--- src/rtl/if_fetch_if.sv ---
// rtl/if_fetch_if.sv - bus bundle between the fetch stage, decode/pipeline control and the instruction SRAM
//
// Signals:
//   stall           [5:0]  pipeline stall vector, stall[0] holds the PC
//   br_bus          [32:0] {br_e, br_addr} redirect from decode
//   if_to_id_bus    [32:0] {ce, pc} towards decode
//   inst_sram_en           SRAM read enable
//   inst_sram_wen   [3:0]  SRAM byte write enables (always zero)
//   inst_sram_addr  [31:0] SRAM fetch address
//   inst_sram_wdata [31:0] SRAM write data (always zero)
//   if_addr_err            fetch address misaligned while valid
// Modports: master = fetch stage, slave = its surroundings.
interface if_fetch_if;
  logic [5:0]  stall;
  logic [32:0] br_bus;
  logic [32:0] if_to_id_bus;
  logic        inst_sram_en;
  logic [3:0]  inst_sram_wen;
  logic [31:0] inst_sram_addr;
  logic [31:0] inst_sram_wdata;
  logic        if_addr_err;

  modport master (
    input  stall, br_bus,
    output if_to_id_bus, inst_sram_en, inst_sram_wen, inst_sram_addr,
           inst_sram_wdata, if_addr_err
  );

  modport slave (
    output stall, br_bus,
    input  if_to_id_bus, inst_sram_en, inst_sram_wen, inst_sram_addr,
           inst_sram_wdata, if_addr_err
  );
endinterface

--- src/rtl/if_fetch.sv ---
// rtl/if_fetch.sv - instruction fetch stage: owns the PC and drives the instruction SRAM port
//
// Ports:
//   clk  clock
//   rst  synchronous, active-high reset
//   bus  if_fetch_if.master (stall, br_bus in; if_to_id_bus, inst_sram_*, if_addr_err out)
// Parameters:
//   RESET_PC  first fetched address after reset
//   PC_STEP   sequential PC increment
// Configuration:
//   IF_BR_HOLD_EN  when defined, a redirect arriving during stall[0] is remembered and
//                  applied on the first unstalled edge; otherwise it is dropped.
module if_fetch #(
  parameter logic [31:0] RESET_PC = 32'hBFC0_0000,
  parameter logic [31:0] PC_STEP  = 32'd4
) (
  input logic         clk,
  input logic         rst,
  if_fetch_if.master  bus
);

  logic [31:0] pc_reg;
  logic        ce_reg;
  logic        br_e;
  logic [31:0] br_addr;
  logic [31:0] next_pc;
  logic        hold_pc;

  assign br_e    = bus.br_bus[32];
  assign br_addr = bus.br_bus[31:0];
  assign hold_pc = bus.stall[0];

  // Only stall[0] concerns this stage; the other bits belong to later stages.
  logic unused_stall_hi;
  assign unused_stall_hi = ^bus.stall[5:1];

`ifdef IF_BR_HOLD_EN
  logic        pend_v;
  logic [31:0] pend_addr;

  // A redirect seen while held is parked here; a later one overwrites it.
  always_ff @(posedge clk) begin
    if (rst) begin
      pend_v    <= 1'b0;
      pend_addr <= 32'b0;
    end else if (hold_pc) begin
      if (br_e) begin
        pend_v    <= 1'b1;
        pend_addr <= br_addr;
      end
    end else begin
      pend_v <= 1'b0;
    end
  end

  // A live redirect takes priority over the parked one.
  always_comb begin
    next_pc = pc_reg + PC_STEP;
    if (br_e) begin
      next_pc = br_addr;
    end else if (pend_v) begin
      next_pc = pend_addr;
    end
  end
`else
  always_comb begin
    next_pc = br_e ? br_addr : pc_reg + PC_STEP;
  end
`endif

  // Reset leaves pc one step before RESET_PC so the first increment lands on it.
  always_ff @(posedge clk) begin
    if (rst) begin
      pc_reg <= RESET_PC - PC_STEP;
      ce_reg <= 1'b0;
    end else if (!hold_pc) begin
      pc_reg <= next_pc;
      ce_reg <= 1'b1;
    end
  end

  assign bus.inst_sram_en    = ce_reg;
  assign bus.inst_sram_wen   = 4'b0;
  assign bus.inst_sram_addr  = pc_reg;
  assign bus.inst_sram_wdata = 32'b0;
  assign bus.if_to_id_bus    = {ce_reg, ce_reg ? pc_reg : 32'b0};
  assign bus.if_addr_err     = ce_reg && (pc_reg[1:0] != 2'b00);

endmodule

--- src/flat_wrapper.sv ---
// flat-port wrapper written by rule: the top's interface ports become plain ports
module if_fetch_flat 
#(
  parameter logic [31:0] RESET_PC = 32'hBFC0_0000,
  parameter logic [31:0] PC_STEP  = 32'd4
)
  (clk, rst, bus_stall, bus_br_bus, bus_if_to_id_bus, bus_inst_sram_en, bus_inst_sram_wen, bus_inst_sram_addr, bus_inst_sram_wdata, bus_if_addr_err);
  if_fetch_if bus_i ();
  input logic clk;
  input logic rst;
  input wire logic [$bits(bus_i.stall)-1:0] bus_stall;
  input wire logic [$bits(bus_i.br_bus)-1:0] bus_br_bus;
  output wire logic [$bits(bus_i.if_to_id_bus)-1:0] bus_if_to_id_bus;
  output wire logic [$bits(bus_i.inst_sram_en)-1:0] bus_inst_sram_en;
  output wire logic [$bits(bus_i.inst_sram_wen)-1:0] bus_inst_sram_wen;
  output wire logic [$bits(bus_i.inst_sram_addr)-1:0] bus_inst_sram_addr;
  output wire logic [$bits(bus_i.inst_sram_wdata)-1:0] bus_inst_sram_wdata;
  output wire logic [$bits(bus_i.if_addr_err)-1:0] bus_if_addr_err;
  assign bus_i.stall = bus_stall;
  assign bus_i.br_bus = bus_br_bus;
  assign bus_if_to_id_bus = bus_i.if_to_id_bus;
  assign bus_inst_sram_en = bus_i.inst_sram_en;
  assign bus_inst_sram_wen = bus_i.inst_sram_wen;
  assign bus_inst_sram_addr = bus_i.inst_sram_addr;
  assign bus_inst_sram_wdata = bus_i.inst_sram_wdata;
  assign bus_if_addr_err = bus_i.if_addr_err;
  if_fetch #(.RESET_PC(RESET_PC), .PC_STEP(PC_STEP)) u_core (.clk(clk), .rst(rst), .bus(bus_i));
endmodule
--- config.mk ---
export PLATFORM = sky130hd
export DESIGN_NAME = if_fetch_flat
export DESIGN_NICKNAME = d
export VERILOG_FILES = /design/src/rtl/if_fetch_if.sv /design/src/rtl/if_fetch.sv /design/src/flat_wrapper.sv
export SDC_FILE = /design/constraint.sdc
export NUM_CORES = 1
export LEC_CHECK = 0
export ABC_AREA = 1
export ABC_CLOCK_PERIOD_IN_PS = 3100
export CAP_MARGIN = 20
export CORE_MARGIN = 5
export CORE_UTILIZATION = 44
export CTS_CLUSTER_DIAMETER = 80
export DETAILED_ROUTE_END_ITERATION = 8
export PLACE_DENSITY = 0.85
export SLEW_MARGIN = 25
export SYNTH_ARGS = -nofsm -noshare
export SYNTH_HDL_FRONTEND = slang
export SYNTH_SLANG_ARGS = --single-unit
--- constraint.sdc ---
create_clock -name clk -period 3.1 [get_ports clk]
set_clock_uncertainty 0.05 [all_clocks]
set_input_delay 0.62 -clock clk [delete_from_list [all_inputs] [get_ports clk]]
set_output_delay 0.62 -clock clk [all_outputs]
set_load 0.01 [all_outputs]
==> summary.md, run 1 <==
| Metric | Value |
|---|---|
| Outcome | finished clean |
| Slowest stage delay, CP | 0.66 ns |
| Port Buf Inserts | 102 |
| Syn avg cell area | just over 6 µm² |
| Drt drc | 0 |
| Drt via density | 4.88 |
| CP Max Fanout | 23 |
| Die Area | roughly 0.008 mm² |
| Post-Layout Cell Count | ~630 |
| Worst path required time | 2.43 ns |
| Ys Warns | 0 |
| Initial antenna violation count | 0 |
| Initial Utilization | 0.458 |
| Worst-margin pin slew | 0.568 ns |
| Fmax | 0.394 GHz |
| Worst path buffer plus inverter count | 3 |
| Clk buf depth | 2 |
| Total CTS buffers | 5 |
| Largest net degree at the start of global routing | 27 |
| DIE HEIGHT | just under 90 µm |
| Lkg Pwr | 1.95 nW |
| CTS root buf | clkbuf_8 |
| Nets@finish | 593 |
| Synthesized instance count | about 460 |
| DIE WIDTH | 89.2 µm |
| Shortest period the worst path allows | 2.54 ns |
| Rel. slew slack | 0.621 |
| Vias in the first global route | 2910 |
| Multi-input gate area | 0.00168 mm² |
| Critical-path cell list | buf_12, nand2_1, inv_1, clkdlybuf4s50_1 |
| Routed wire per std cell | around 14 µm |
| Pins Over Slew Limit | 0 |
| Synthesized flop and latch total | 33 |
| Detailed placement HPWL | 6840 µm |
| DRT Pass-1 Iters | 5 |
| Tightest Hold Check Type | register to register |
| Global-route total usage across every layer | 0.228 |
| Clock latency on the worst-skew pair | between 0.2 and 0.3 ns |
| Layout cell share with drive strength beyond 1 | 0.0635 |
| Crit Path Class | register to output port |
| Setup TNS | 0 ns |
| Slowest cell on the critical path | dfxtp_1 |
| Setup repair bufs after CTS | 0 |
| CTS Sinks | 33 |
| CP arrival | 1.87 ns |
| Core Footprint | 0.00603 mm² |
| Area growth, synth to finish | 37.6% |
| Storage element area | 661 µm² |
| Grt ovf | 0 |
| Distinct cell type count after synthesis | 33 |
| Worst setup SP type | register |
| Seq/Total Area, Yosys | 0.239 |
| Final Hold Viols | 0 |
| TritonCTS clock tree | built |
| Clock transition at path regs | ~0.07 ns |
| Max-cap viol count | 0 |
| Post-synthesis async set-or-reset flop share | 0 |
| Endpoints failing setup | 0 |
| First-pass GRT wire length | 14300 µm |
| Routability cong. | 0.916 |
| Top-area cell type share of the netlist area | 0.239 |
| Placed cell count | 619 |
| Ys flop type | dfxtp_1 |
| Number of I/O pins | 144 |
| Synth area leaders | dfxtp_1 (24%), nand2_1 (19%), buf_4 (10%) |
| Routed vias | 3057 |
| Worst Setup End Kind | output port |
| RSZ-0062 raised after global routing | false |
| DR iter-0 viols | 132 |
| Area of the mapped netlist | 0.00276 mm² |
| Final core occ | 0.631 |
| Max H-tree Level | 2 |
| Routed Antenna Nets | 0 |
| Tcrit/Tclk final | 0.819 |
| Worst vdd ir | 0.184 mV |
| Row count | 28 |
| Ant diodes | 0 |
| Fillers | 590 |
| CTS hold repair buffers | 0 |
| Resize count post-CTS | 0 |
| Pwr Density | roughly 370 mW/mm² |
| CP top delay family | buffers and inverters |
| Post-Route WL | 8780 µm |
| Post-synth EDFFs | 0 |
| Cell taking the most area after synthesis | dfxtp_1 |
## sequential cells by signal, summed over array words and instances (netlist names)
signal / count
u_core.bus.inst_sram_addr: 32
u_core.bus.inst_sram_en: 1
## worst paths after layout
check | end | slack, ns | depth (start not counted) | from
worst min-delay path | u_core.bus.inst_sram_addr[1] | 0.50 | 2 | u_core.bus.inst_sram_addr[1]
worst max-delay path | bus_if_to_id_bus[13] | 0.56 | 4 | u_core.bus.inst_sram_en
worst max register to register | u_core.bus.inst_sram_addr[16] | 1.30 | 10 | u_core.bus.inst_sram_addr[2]
worst min register to register | u_core.bus.inst_sram_addr[1] | 0.50 | 2 | u_core.bus.inst_sram_addr[1]
## synth_stat cells, types with 4 or more instances
cell type,instances
a21oi_1,23
a221oi_1,9
buf_2,4
buf_4,37
clkbuf_1,12
dfxtp_1,33
inv_1,54
nand2_1,142
nand2_2,5
nand3_1,20
nand3b_1,5
nand4_1,6
nor2_1,42
nor2_2,6
nor2_4,6
nor3_1,4
o211ai_1,5
o21ai_0,14
o21ai_1,9
xor2_1,6
## worst reg2reg max path, delay by kind of cell, from the launching register on
| family | cells | cell delay (ns) |
|---|---|---|
| fa+ha+maj | 1 | 0.28 |
| flops | 1 | 0.52 |
| simple gates | 9 | 0.84 |
## report_power, final
group	switching (mW)	total [mW]	internal [mW]
Combinational	0.289	0.534	0.246
Sequential	0.0654	0.523	0.458
Clock	0.158	0.334	0.176
## final cells by class
type / instances / share of cell area
repair buffers: 107 / 0.282
inverters: 55 / 0.0543
flip-flops and latches: 33 / 0.174
clock buffers: 7 / 0.0227
well taps: 75 / 0.0247
multi-input cells: 349 / 0.443
## metrics by stage
| step | cell area, µm² | setup WS, ns | hold WS, ns | power [mW] |
|---|---|---|---|---|
| after global placement | 3720 | 0.644 | 0.463 | 1.06 |
| after floorplan | 2890 | 1.42 | 0.494 | 0.846 |
| final | 3800 | 0.560 | 0.499 | 1.39 |
| after detailed placement | 3720 | 0.646 | 0.479 | 1.07 |
| after CTS | 3800 | 0.544 | 0.496 | 1.40 |
| after global routing | 3800 | 0.412 | 0.534 | 1.49 |
## kinds of logic (layout without fill, tap and decap cells)
kind of cell               after synthesis  after routing  synth area share
adders and majority gates                1              1           0.00453
and+or+nand+nor                        244            244             0.405
AOI/OAI and AO/OA                       62             62             0.132
other                                    1             36           0.00136
DFF                                     33             33             0.239
xor gates and xnor gates                 6              6            0.0190
buffers and inverters                  108            169             0.199
## placed cells by master, fill, tap and decap left out
| cell type | instances |
|---|---|
| clkinv_1 | 1 |
| nor2_1 | 42 |
| xor2_1 | 6 |
| nand3_2 | 1 |
| ha_1 | 1 |
| clkbuf_1 | 1 |
| nand2_1 | 142 |
| o21ai_0 | 14 |
| nand2_4 | 1 |
| nand3_1 | 20 |
| a21oi_1 | 23 |
| clkdlybuf4s50_1 | 102 |
| nor2_8 | 1 |
| o221ai_1 | 1 |
| buf_12 | 1 |
| nand4_1 | 6 |
| clkbuf_8 | 6 |
| inv_1 | 54 |
| nor3_1 | 4 |
| nor2_4 | 6 |
| nor3_2 | 1 |
| nor2_2 | 6 |
| o21ai_1 | 9 |
| nand2_2 | 5 |
| nand3_4 | 1 |
| conb_1 | 36 |
| dfxtp_1 | 33 |
| or2_2 | 1 |
| o211ai_1 | 5 |
| nor3_4 | 1 |
| a221oi_1 | 9 |
| buf_4 | 4 |
| and2_1 | 1 |
| nand3b_1 | 5 |
| a211o_1 | 1 |
## metal layers
metal	wire length, µm	vias to the layer above	track usage
li1	-	1553	-
met5	0	-	0
met3	710	12	0.0433
met2	4080	121	0.370
met1	3860	1371	0.307
met4	126	0	0.0690
Note: power is estimated with default switching activity, not from simulation.
==> run 2, diff against run 1 <==
--- a/config.mk
+++ b/config.mk
@@ -6,13 +6,13 @@
 export NUM_CORES = 1
 export LEC_CHECK = 0
 export ABC_AREA = 1
-export ABC_CLOCK_PERIOD_IN_PS = 3100
+export ABC_CLOCK_PERIOD_IN_PS = 2500
 export CAP_MARGIN = 20
 export CORE_MARGIN = 5
-export CORE_UTILIZATION = 44
+export CORE_UTILIZATION = 40
 export CTS_CLUSTER_DIAMETER = 80
 export DETAILED_ROUTE_END_ITERATION = 8
-export PLACE_DENSITY = 0.85
+export PLACE_DENSITY = 0.78
 export SLEW_MARGIN = 25
 export SYNTH_ARGS = -nofsm -noshare
 export SYNTH_HDL_FRONTEND = slang
==> constraint.sdc (replaced) <==
create_clock -name clk -period 2.5 [get_ports clk]
set_clock_uncertainty 0.05 [all_clocks]
set_input_delay 0.5 -clock clk [delete_from_list [all_inputs] [get_ports clk]]
set_output_delay 0.5 -clock clk [all_outputs]
set_load 0.01 [all_outputs]
==> run 2 against run 1 <==
  * Core utilization shrank 6.1 points
  * Routed wire length down 0.68%
  * Non-clock buffer count is 5 higher
==> summary.md, run 2 (same netlist as run 1, synthesis figures left out) <==
| Metric | Value |
|---|---|
| Worst Setup End Kind | output port |
| Ant diodes | 0 (unchanged) |
| Layout cell share with drive strength beyond 1 | 0.0754 (+0.0119) |
| Placed Area | 0.00375 mm² (+0.84%) |
| Clock power frac | 0.260 (+0.020) |
| Core Footprint | 0.00676 mm² (+12%) |
| Clk buf depth | 2 (unchanged) |
| Setup repair bufs after CTS | 0 (unchanged) |
| Max-cap viol count | 0 (unchanged) |
| CP Max Fanout | 35 (+52%) |
| Max H-tree Level | 2 (unchanged) |
| Routed vias | 3111 (+1.8%) |
| DR iter-0 viols | 118 (-11%) |
| CTS hold repair buffers | 0 (unchanged) |
| CP arrival | 1.69 ns (-0.18 ns) |
| Internal | 1.12 mW (+28%) |
| Worst path required time | 1.95 ns (-0.48 ns) |
| Port Buf Inserts | 102 (unchanged) |
| Worst vdd ir | 0.201 mV (+8.9%) |
| Part of the power in registers | 0.363 (-0.013) |
| Switching Power | 0.648 mW (+27%) |
| DRT Pass-1 Iters | 4 (-1) |
| First-pass GRT wire length | 14100 µm (-1.5%) |
| Launch point of the worst hold path | u_core.bus.inst_sram_addr[1] |
| Setup crit start | u_core.bus.inst_sram_en |
| Pins Over Slew Limit | 0 (unchanged) |
| Resize count post-CTS | 0 (unchanged) |
| Largest net degree at the start of global routing | 36 (+33%) |
| Outcome | finished clean |
| Most frequent cells in the layout | nand2_1 (142), clkdlybuf4s50_1 (102), inv_1 (54), nor2_1 (42), conb_1 (36) |
| Clock transition at path regs | 0.07 ns (about the same) |
| Cell area after layout | 0.00385 mm² (+1.2%) |
| R2r setup slk | 0.74 ns (-0.56 ns) |
| RR Startpoint | u_core.bus.inst_sram_addr[2] |
| Initial Utilization | 0.409 (-0.0496) |
| TritonCTS clock tree | built |
| Worst path buffer plus inverter count | 2 (-1) |
| DIE WIDTH | 93.1 µm (+4.3%) |
| Nets@finish | 598 (+0.84%) |
| Endpoints failing setup | 0 (unchanged) |
| Initial antenna violation count | 0 (unchanged) |
| Pwr Density | 460 mW/mm² (+26%) |
| Total CTS buffers | 5 (unchanged) |
| Routed wire per std cell | 13.7 µm (-2.4%) |
| Critical-path cell list | buf_4, nand2_1, nand2_1, clkdlybuf4s50_1 |
| Slowest cell on the critical path | clkdlybuf4s50_1 |
| Fillers | 677 (+15%) |
| Slowest stage delay, CP | 0.53 ns (-0.13 ns) |
| Vias in the first global route | 2943 (+1.1%) |
| Most used cell along the critical path | nand2_1 |
| Grt ovf | 0 (unchanged) |
| Drt drc | 0 (unchanged) |
| Commonest non-fill, non-tap cell in the layout | nand2_1 |
| Final Total Pwr | 1.77 mW (+27%) |
| Row count | 30 (+7.1%) |
| Die Area | 0.00867 mm² (+8.8%) |
| DIE HEIGHT | 93.1 µm (+4.3%) |
| CTS root buf | clkbuf_8 |
| Tightest Hold Check Type | register to register |
| Worst hold slack | 0.490 ns (-0.00976 ns) |
| Number of I/O pins | 144 (unchanged) |
| RSZ-0062 raised after global routing | false |
| Combinational fraction of design power | 0.377 (-0.007) |
| Max reg flops | 32 (unchanged) |
| Fmax | 0.447 GHz |
| Area growth, synth to finish | 39.3% |
| Crit Path Class | register to output port |
| CTS Sinks | 33 (unchanged) |
| Routed Antenna Nets | 0 (unchanged) |
| Sw frac | 0.366 (-0.00196) |
| Rel. slew slack | 0.617 (-0.00374) |
| Tcrit/Tclk final | 0.894 |
| Clock latency on the worst-skew pair | 0.29 ns (about the same) |
| Shortest period the worst path allows | 2.24 ns |
| Lkg Pwr | 1.98 nW (+1.6%) |
| Worst-margin pin slew | 0.574 ns (+0.00561 ns) |
| Routability cong. | 0.901 (-1.6%) |
| Post-Route WL | 8720 µm (-0.68%) |
| Drt via density | 4.88 (about the same) |
| Worst setup SP type | register |
| Final Hold Viols | 0 (unchanged) |
| Setup TNS | 0 ns (unchanged) |
| Global-route total usage across every layer | 0.201 (-0.0267) |
| Detailed placement HPWL | 6840 µm (about the same) |
| CP top delay family | buffers and inverters |
run 2: cell types whose count changed in the layout (fill, tap and decap cells not counted), sizes merged:
cell | previous run | this run
clkinv | 1 | 2
buf | 5 | 10
run 2: path summary, 6_finish.rpt:
path	endpoint	depth (start not counted)
min reg2reg	u_core.bus.inst_sram_addr[1]	2
max	bus_if_addr_err	4
min	u_core.bus.inst_sram_addr[1]	2
max reg2reg	u_core.bus.inst_sram_addr[16]	10
run 2: final cells by class:
type / count / area, µm² / area share
flip-flops and latches: 33 / 661 / 0.172
repair buffers: 112 / 1100 / 0.285
clock inverters: 1 / 5.00 / 0.00130
inverters: 55 / 206 / 0.0536
multi-input cells: 349 / 1680 / 0.438
well taps: 80 / 100 / 0.0260
clock buffers: 7 / 96.3 / 0.0250
run 2: power by group through the flow:
stage | clock, mW | combinational, mW | sequential (mW)
2_1_floorplan | 0 | 0.394 | 0.654
3_3_place_gp | 0 | 0.655 | 0.653
3_5_place_dp | 0 | 0.667 | 0.655
4_1_cts | 0.471 | 0.670 | 0.642
5_1_grt | 0.489 | 0.737 | 0.653
6_report | 0.461 | 0.667 | 0.643
run 2: through the flow:
step | instances | worst slack [ns] | util
2_1_floorplan | 490 | 0.909 | -
3_3_place_gp | 629 | 0.369 | 0.555
3_5_place_dp | 629 | 0.340 | 0.555
4_1_cts | 637 | 0.228 | 0.570
5_1_grt | 637 | 0.109 | 0.570
6_report | 637 | 0.264 | 0.570
run 2: routing by layer:
metal	global-route usage	wire [µm]	up-vias
li1	-	-	1565
met4	0.0659	204	0
met5	0	0	-
met1	0.264	3960	1409
met3	0.0402	534	17
met2	0.331	4020	120
run 2: worst register-to-register path, stage by stage (launching register included):
cell and delay [ns]:
dfxtp_1 0.49, ha_1 0.26, nand2_2 0.10, nor2_4 0.14
nand3_2 0.17, nor2_2 0.16, nand2_1 0.06, nand2_1 0.06
nand3_1 0.06, nand2_1 0.06, nand2_1 0.05
